==> src/rtl/btn_event.sv <==
// ---------------------------------------------------------------------------
// btn_event
//
// Turns a debounced, clock-synchronous button level into one-cycle event
// pulses: press, release, long-press and auto-repeat. It also provides a
// "held" level and a running count of presses.
//
// Parameters
//   LONG_CYCLES   - hold time in clk cycles from press_pulse to long_pulse
//   REPEAT_CYCLES - period in clk cycles of repeat_pulse after long_pulse
//
// Ports
//   clk           - single clock, all logic on its rising edge
//   reset         - synchronous, active-high reset
//   btn_in        - debounced button level (1 = pressed)
//   press_pulse   - one-cycle pulse on each press
//   release_pulse - one-cycle pulse on each release
//   long_pulse    - one-cycle pulse when the hold reaches LONG_CYCLES
//   repeat_pulse  - one-cycle auto-repeat pulse while held past long press
//   held          - level, 1 while the FSM is not IDLE
//   press_count   - number of presses since reset, modulo 256
//
// Every output comes straight from a flop. Each pulse appears in the cycle
// after the edge that sampled the btn_in value causing it.
// ---------------------------------------------------------------------------
module btn_event #(
    parameter int LONG_CYCLES   = 50_000_000,
    parameter int REPEAT_CYCLES = 10_000_000
) (
    input  logic       clk,
    input  logic       reset,
    input  logic       btn_in,
    output logic       press_pulse,
    output logic       release_pulse,
    output logic       long_pulse,
    output logic       repeat_pulse,
    output logic       held,
    output logic [7:0] press_count
);

    typedef enum logic [1:0] {
        IDLE  = 2'd0,
        PRESS = 2'd1,
        HOLD  = 2'd2
    } state_t;

    // Terminal counter values. The counter restarts from 0 on every
    // state change, so it never exceeds the larger of these two values.
    localparam logic [25:0] LONG_LAST   = 26'(LONG_CYCLES - 1);
    localparam logic [25:0] REPEAT_LAST = 26'(REPEAT_CYCLES - 1);

    state_t      state_q, state_d;
    logic [25:0] cnt_q, cnt_d;
    logic        press_pulse_q, press_pulse_d;
    logic        release_pulse_q, release_pulse_d;
    logic        long_pulse_q, long_pulse_d;
    logic        repeat_pulse_q, repeat_pulse_d;
    logic        held_q, held_d;
    logic [7:0]  press_count_q, press_count_d;

    // State register. Reset overrides btn_in. Reset does not generate a
    // release_pulse, because all pulse flops clear here.
    always_ff @(posedge clk) begin
        if (reset) begin
            state_q         <= IDLE;
            cnt_q           <= '0;
            press_pulse_q   <= 1'b0;
            release_pulse_q <= 1'b0;
            long_pulse_q    <= 1'b0;
            repeat_pulse_q  <= 1'b0;
            held_q          <= 1'b0;
            press_count_q   <= '0;
        end else begin
            state_q         <= state_d;
            cnt_q           <= cnt_d;
            press_pulse_q   <= press_pulse_d;
            release_pulse_q <= release_pulse_d;
            long_pulse_q    <= long_pulse_d;
            repeat_pulse_q  <= repeat_pulse_d;
            held_q          <= held_d;
            press_count_q   <= press_count_d;
        end
    end

    // Next-state and counter logic. A low sample is tested first, so a
    // release on the counter's terminal cycle aborts the long or repeat
    // event rather than firing it.
    always_comb begin
        state_d = state_q;
        cnt_d   = cnt_q;
        case (state_q)
            IDLE: begin
                if (btn_in) begin
                    state_d = PRESS;
                    cnt_d   = '0;
                end
            end
            PRESS: begin
                if (!btn_in) begin
                    state_d = IDLE;
                    cnt_d   = '0;
                end else if (cnt_q == LONG_LAST) begin
                    state_d = HOLD;
                    cnt_d   = '0;
                end else begin
                    cnt_d = cnt_q + 26'd1;
                end
            end
            HOLD: begin
                if (!btn_in) begin
                    state_d = IDLE;
                    cnt_d   = '0;
                end else if (cnt_q == REPEAT_LAST) begin
                    cnt_d = '0;
                end else begin
                    cnt_d = cnt_q + 26'd1;
                end
            end
            default: begin
                state_d = IDLE;
                cnt_d   = '0;
            end
        endcase
    end

    // Output logic. Each branch raises at most one pulse, so the four
    // pulse outputs are mutually exclusive.
    always_comb begin
        press_pulse_d   = 1'b0;
        release_pulse_d = 1'b0;
        long_pulse_d    = 1'b0;
        repeat_pulse_d  = 1'b0;
        press_count_d   = press_count_q;
        case (state_q)
            IDLE: begin
                if (btn_in) begin
                    press_pulse_d = 1'b1;
                    press_count_d = press_count_q + 8'd1;
                end
            end
            PRESS: begin
                if (!btn_in) begin
                    release_pulse_d = 1'b1;
                end else if (cnt_q == LONG_LAST) begin
                    long_pulse_d = 1'b1;
                end
            end
            HOLD: begin
                if (!btn_in) begin
                    release_pulse_d = 1'b1;
                end else if (cnt_q == REPEAT_LAST) begin
                    repeat_pulse_d = 1'b1;
                end
            end
            default: begin
                press_pulse_d = 1'b0;
            end
        endcase
        // held is registered alongside the state, so it follows state_q.
        held_d = (state_d != IDLE);
    end

    assign press_pulse   = press_pulse_q;
    assign release_pulse = release_pulse_q;
    assign long_pulse    = long_pulse_q;
    assign repeat_pulse  = repeat_pulse_q;
    assign held          = held_q;
    assign press_count   = press_count_q;

endmodule

==> config.mk <==
export PLATFORM = sky130hd
export DESIGN_NAME = btn_event
export DESIGN_NICKNAME = d
export VERILOG_FILES = /design/src/rtl/btn_event.sv
export SDC_FILE = /design/constraint.sdc
export NUM_CORES = 1
export LEC_CHECK = 0
export ABC_AREA = 1
export CAP_MARGIN = 20
export CORE_UTILIZATION = 40
export CTS_BUF_LIST = sky130_fd_sc_hd__clkbuf_16
export DETAILED_ROUTE_END_ITERATION = 12
export GPL_ROUTABILITY_DRIVEN = 0
export SYNTH_ARGS = -nofsm -noshare
export SYNTH_HDL_FRONTEND = slang
export SYNTH_SLANG_ARGS = --single-unit
==> constraint.sdc <==
create_clock -name clk -period 2.21 [get_ports clk]
set_input_delay 0.663 -clock clk [delete_from_list [all_inputs] [get_ports clk]]
set_output_delay 0.663 -clock clk [all_outputs]
set_load 0.01 [all_outputs]
# == After elaboration in Yosys (flattened, before gate mapping) ==
# Index checks and enable logic that the tools add are counted.
# word_totals
ff_bits,41
in_bits,3
out_inout_bits,13
wordCells,43
# op_classes
n_addsub,2
eq_ne,5
mux,15
bitwise_logic,5
n_reduce_logical,8
# op_table
cell,n
two-way mux 26 bit,5
case mux 26 bit (3 select lines),1
"adder 26 x 1 -> 26 bit, second input constant",1
"== test 26 x 24 -> 1 bit, second input constant",1
"== test 26 bit, second input constant",1
"adder 8 x 1 -> 8 bit, second input constant",1
two-way mux 2 bit,4
case mux 2 bit (3 select lines),1
OR reduction 2 bit,3
OR reduction 3 bit,2
NOT 1 bit,5
two-way mux 1 bit,4
"== test 2 x 1 -> 1 bit, second input constant",1
"== test 2 bit, second input constant",1
zero test 2 bit,1
"!= test 2 bit, second input constant",1
AND reduction 2 bit,1
nonzero test 2 bit,1

# == Longest topological paths before layout ==
# logic_depth
word_depth,5
depth_mapped,11
ltp_nobuf,11

# == Least setup slack after synthesis ==
# Ideal clock, no wire load.
# synth_path
path_type,reg-to-reg
from,register state_q[0]
to,register cnt_q[24]
setup_time_ps,70
arrival_time_ps,1516
required_ps,2140
setup_slack_ps,623
path_stages_with_launch,10
path_buffers,1
synth_period_minus_slack_ps,1587
cell_sequence,dfxtp_1 inv_1 ha_1 inv_1 nor2_2 buf_4 nand2_1 nor2_1 nand2_1 a21oi_1
# synth_between
elab_chain_len,2
elab_cells_between_ends,5
classes_between,eq/ne (3); mux (1); reduce/logical (1)
# synth_rtl
element,line,text
"start, declared",52,"state_t state_q, state_d;"
"start signal, assigned",74,state_q <= state_d;
== test 2 bit (tied with other cells),91,case (state_q)
case mux 26 bit (3 select lines) / != test 2 bit (equally long branches),--,
"end signal, assigned",75,cnt_q <= cnt_d;
"end, declared",53,"logic [25:0] cnt_q, cnt_d;"
# Parallel ways exist; a longest one is shown, timed or not.
# A chain may end at the register's enable or synchronous reset.

# == Final worst setup path ==
# layout_path
from,input port btn_in
to,register press_count_q[7] (netlist: press_count[7])
# layout_between
elab_chain_len,1
# layout_rtl
element,line,text
"start, declared",32,"input logic btn_in,"
AND reduction 2 bit (no line),--,
"end signal, assigned",81,press_count_q <= press_count_d;
"end, declared",59,"logic [7:0] press_count_q, press_count_d;"
# No other way between the ends.

==> impl_metrics.yaml <==
pwr:
  peakVddDrop_mv: 0.356
  power.leakage_nw: 1.12
  pwr_density_cell_mw_per_mm2: 551
  total_power_mw: 1.64
logic_synthesis:
  synth_warnings: 0
  yosysUniqueCellTypes: 28
  syn-cell-area_mm2: 0.00256
  syn_inst: 402
  synth_top_cell_area_share: 0.320
  yosysTopAreaCell: "dfxtp_1"
  synth_seq_area_share: 0.320
  syn_nets: 411
  synth-seq-cells: 41
  synthTopCellsByArea: "dfxtp_1, nand2_1, nor2_1"
  syn_area_per_cell_um2: 6.38
setup_path:
  rrSetupSlack_ns: 0.40
  worstPathRequired_ns: 2.40
  worstPathMaxFanout: 5
  start_kind: "primary input"
  crit_start: "btn_in"
  critPathKind: "in2reg"
  crit_path_end_kind: "register"
  reg2reg_to: "cnt_q[25]"
  r2r_start: "cnt_q[1]"
  cp_data_arrival_time_ns: 2.12
  r2r_cells: 8
  endpoint: "press_count[7]"
sta:
  rsz0062_at_grt: "no"
  fmax_mhz: 517
  setup_ws_ns: 0.274
  min_period_ns: 1.94
  finalHoldViolCount: 0
  finalSetupViolCount: 0
  slew_violations: 0
  whs_ns: 0.471
  worstMarginPinSlew_ns: 0.313
  finClkSkew_ns: 0.00339
  tns_ns: 0
  fin_crit_sh: 0.876
  slew_headroom: 0.790
route:
  routed-via-count: 2436
  drc: 0
  drt_iter0_drc: 163
  dr.pass1.iters: 4
  wl_per_cell_um: 12.4
  avgViaCountPerCell: 4.87
  wirelength_um: 6200
  postRouteAntennaNets: 0
floorplanning:
  coreArea_mm2: 0.00606
  initial_core_util: 0.423
  die_w_um: 82.1
  dieArea_mm2: 0.00674
  rows: 28
  ioPinCount: 16
  die_h_um: 82.1
clock_network:
  cts_tree: "done"
  postCtsResizedCells: 0
  cts_buffers: 5
  cts_sinks: 41
  postCtsHoldBufs: 0
  cts_setup_buffers: 0
  h-tree-depth: 2
  worst_skew_pair.late_latency_ns: 0.29
  clk_pin_slew_ns: 0.06
  cts-root-buf: "clkbuf_16"
  cts_buffer_depth: 2
run:
  cap_viol_max_count: 0
final_layout:
  antenna_cells: 0
  finalNetCount: 433
  area_growth_pct: 15.8
  final_core_util: 0.490
  drive_gt1_frac: 0.0941
placement:
  pre_cts_ws_ns: -0.0301
  hpwl_um: 4500
  numPortBuffers: 15
global_routing:
  grt_max_degree: 27
  antenna_found_initial: 0
  grt_pass1_vias: 2207
  grt_pass1_wl_um: 10400
  grt_overflow_total: 0
  track_usage: 0.203
run_status:
  outcome: "completed"
worst_hold_path:
  hp-class: "reg2reg"
power by group:
group / leakage, nW / internal [mW] / switching [mW] / total, mW
Combinational: 0.724 / 0.0531 / 0.0882 / 0.141
Clock: 0.0672 / 0.415 / 0.324 / 0.738
Sequential: 0.331 / 0.750 / 0.00856 / 0.758
area by class of cell:
type	instances	area, µm²
tap	75	93.8
sequential	41	821
timing repair buffer	25	225
multi-input combinational	298	1490
inverter	53	199
fill	661	3090
clock inverter	3	18.8
clock buffer	5	125
kinds of logic (layout without fill, tap and decap cells):
logic type / after synthesis / count (layout) / synth area share
AND/OR/NAND/NOR: 230 / 230 / 0.408
buffers and inverters: 63 / 86 / 0.100
AO/OA/AOI/OAI: 48 / 48 / 0.0946
flip-flops: 41 / 41 / 0.320
XOR/XNOR: 14 / 14 / 0.0478
adder cells (fa/ha/maj): 6 / 6 / 0.0293
worst min path at each step:
stage                     cells after the start            from  slack (ns)             end
after floorplan                               2       cnt_q[14]        0.47       cnt_q[14]
after global placement                        2  press_count[7]        0.47  press_count[7]
after detailed placement                      2  press_count[7]        0.47  press_count[7]
after CTS                                     2  press_count[7]        0.48  press_count[7]
after global routing                          2  press_count[7]        0.51  press_count[7]
final                                         2  press_count[7]        0.47  press_count[7]
state kept, by name (all words and copies together), names as in the netlist:
name	flops
repeat_pulse	1
press_count	8
press_pulse	1
held	1
long_pulse	1
cnt_q	26
release_pulse	1
state_q	2
Yosys cell counts:
| cell | instances |
|---|---|
| buf_2 | 1 |
| ha_1 | 6 |
| xnor2_1 | 4 |
| dfxtp_1 | 41 |
| nand2_1 | 103 |
| nand2_2 | 5 |
| inv_1 | 53 |
| o21ai_1 | 1 |
| nor2_1 | 63 |
| xor2_1 | 10 |
| clkbuf_1 | 6 |
| nand4_1 | 10 |
| a21oi_1 | 37 |
| o21ai_0 | 9 |
| and2_1 | 1 |
| o21a_1 | 1 |
| nor2_4 | 3 |
| nor3_4 | 1 |
| nor3b_1 | 1 |
| nor2_2 | 6 |
| buf_6 | 2 |
| nand3_2 | 5 |
| buf_4 | 1 |
| nor3_2 | 2 |
| nor3_1 | 5 |
| nand3b_1 | 1 |
| nand3_1 | 23 |
| nand2_4 | 1 |
stage by stage:
| stage | instances | cell area [µm²] |
|---|---|---|
| final | 500 | 2970 |
| after global routing | 500 | 2970 |
| after CTS | 500 | 2970 |
| after detailed placement | 492 | 2830 |
| after global placement | 492 | 2830 |
| after floorplan | 402 | 2560 |
cells in the final DEF, fill, tap and decap left out, types with 2 or more instances in the layout:
cell,n
nand2_1,103
nor2_1,63
inv_1,54
dfxtp_1,41
a21oi_1,37
nand3_1,23
clkdlybuf4s50_1,15
xor2_1,10
nand4_1,10
buf_4,10
o21ai_0,9
nor2_2,6
ha_1,6
nand3_2,5
nand2_2,5
nor3_1,5
clkbuf_16,5
xnor2_1,4
nor2_4,3
nor3_2,2
clkinvlp_4,2
per-layer routing:
| metal | routed length (µm) | vias to the layer above | GRT usage |
|---|---|---|---|
| met3 | 196 | 6 | 0.0500 |
| met5 | 0 | - | 0 |
| met1 | 3090 | 1095 | 0.258 |
| met2 | 2850 | 28 | 0.343 |
| met4 | 61 | 0 | 0.0474 |
| li1 | - | 1307 | - |
worst max-delay path: stages:
cell and delay [ns]:
clkdlybuf4s50_1 0.56, nand2_1 0.10, inv_1 0.09, nand2_1 0.07
nor2_1 0.16, nand2_1 0.10, nor3_2 0.14, nand2_1 0.09
o21ai_1 0.12, a21oi_1 0.05
(Power assumes the default switching activity.)
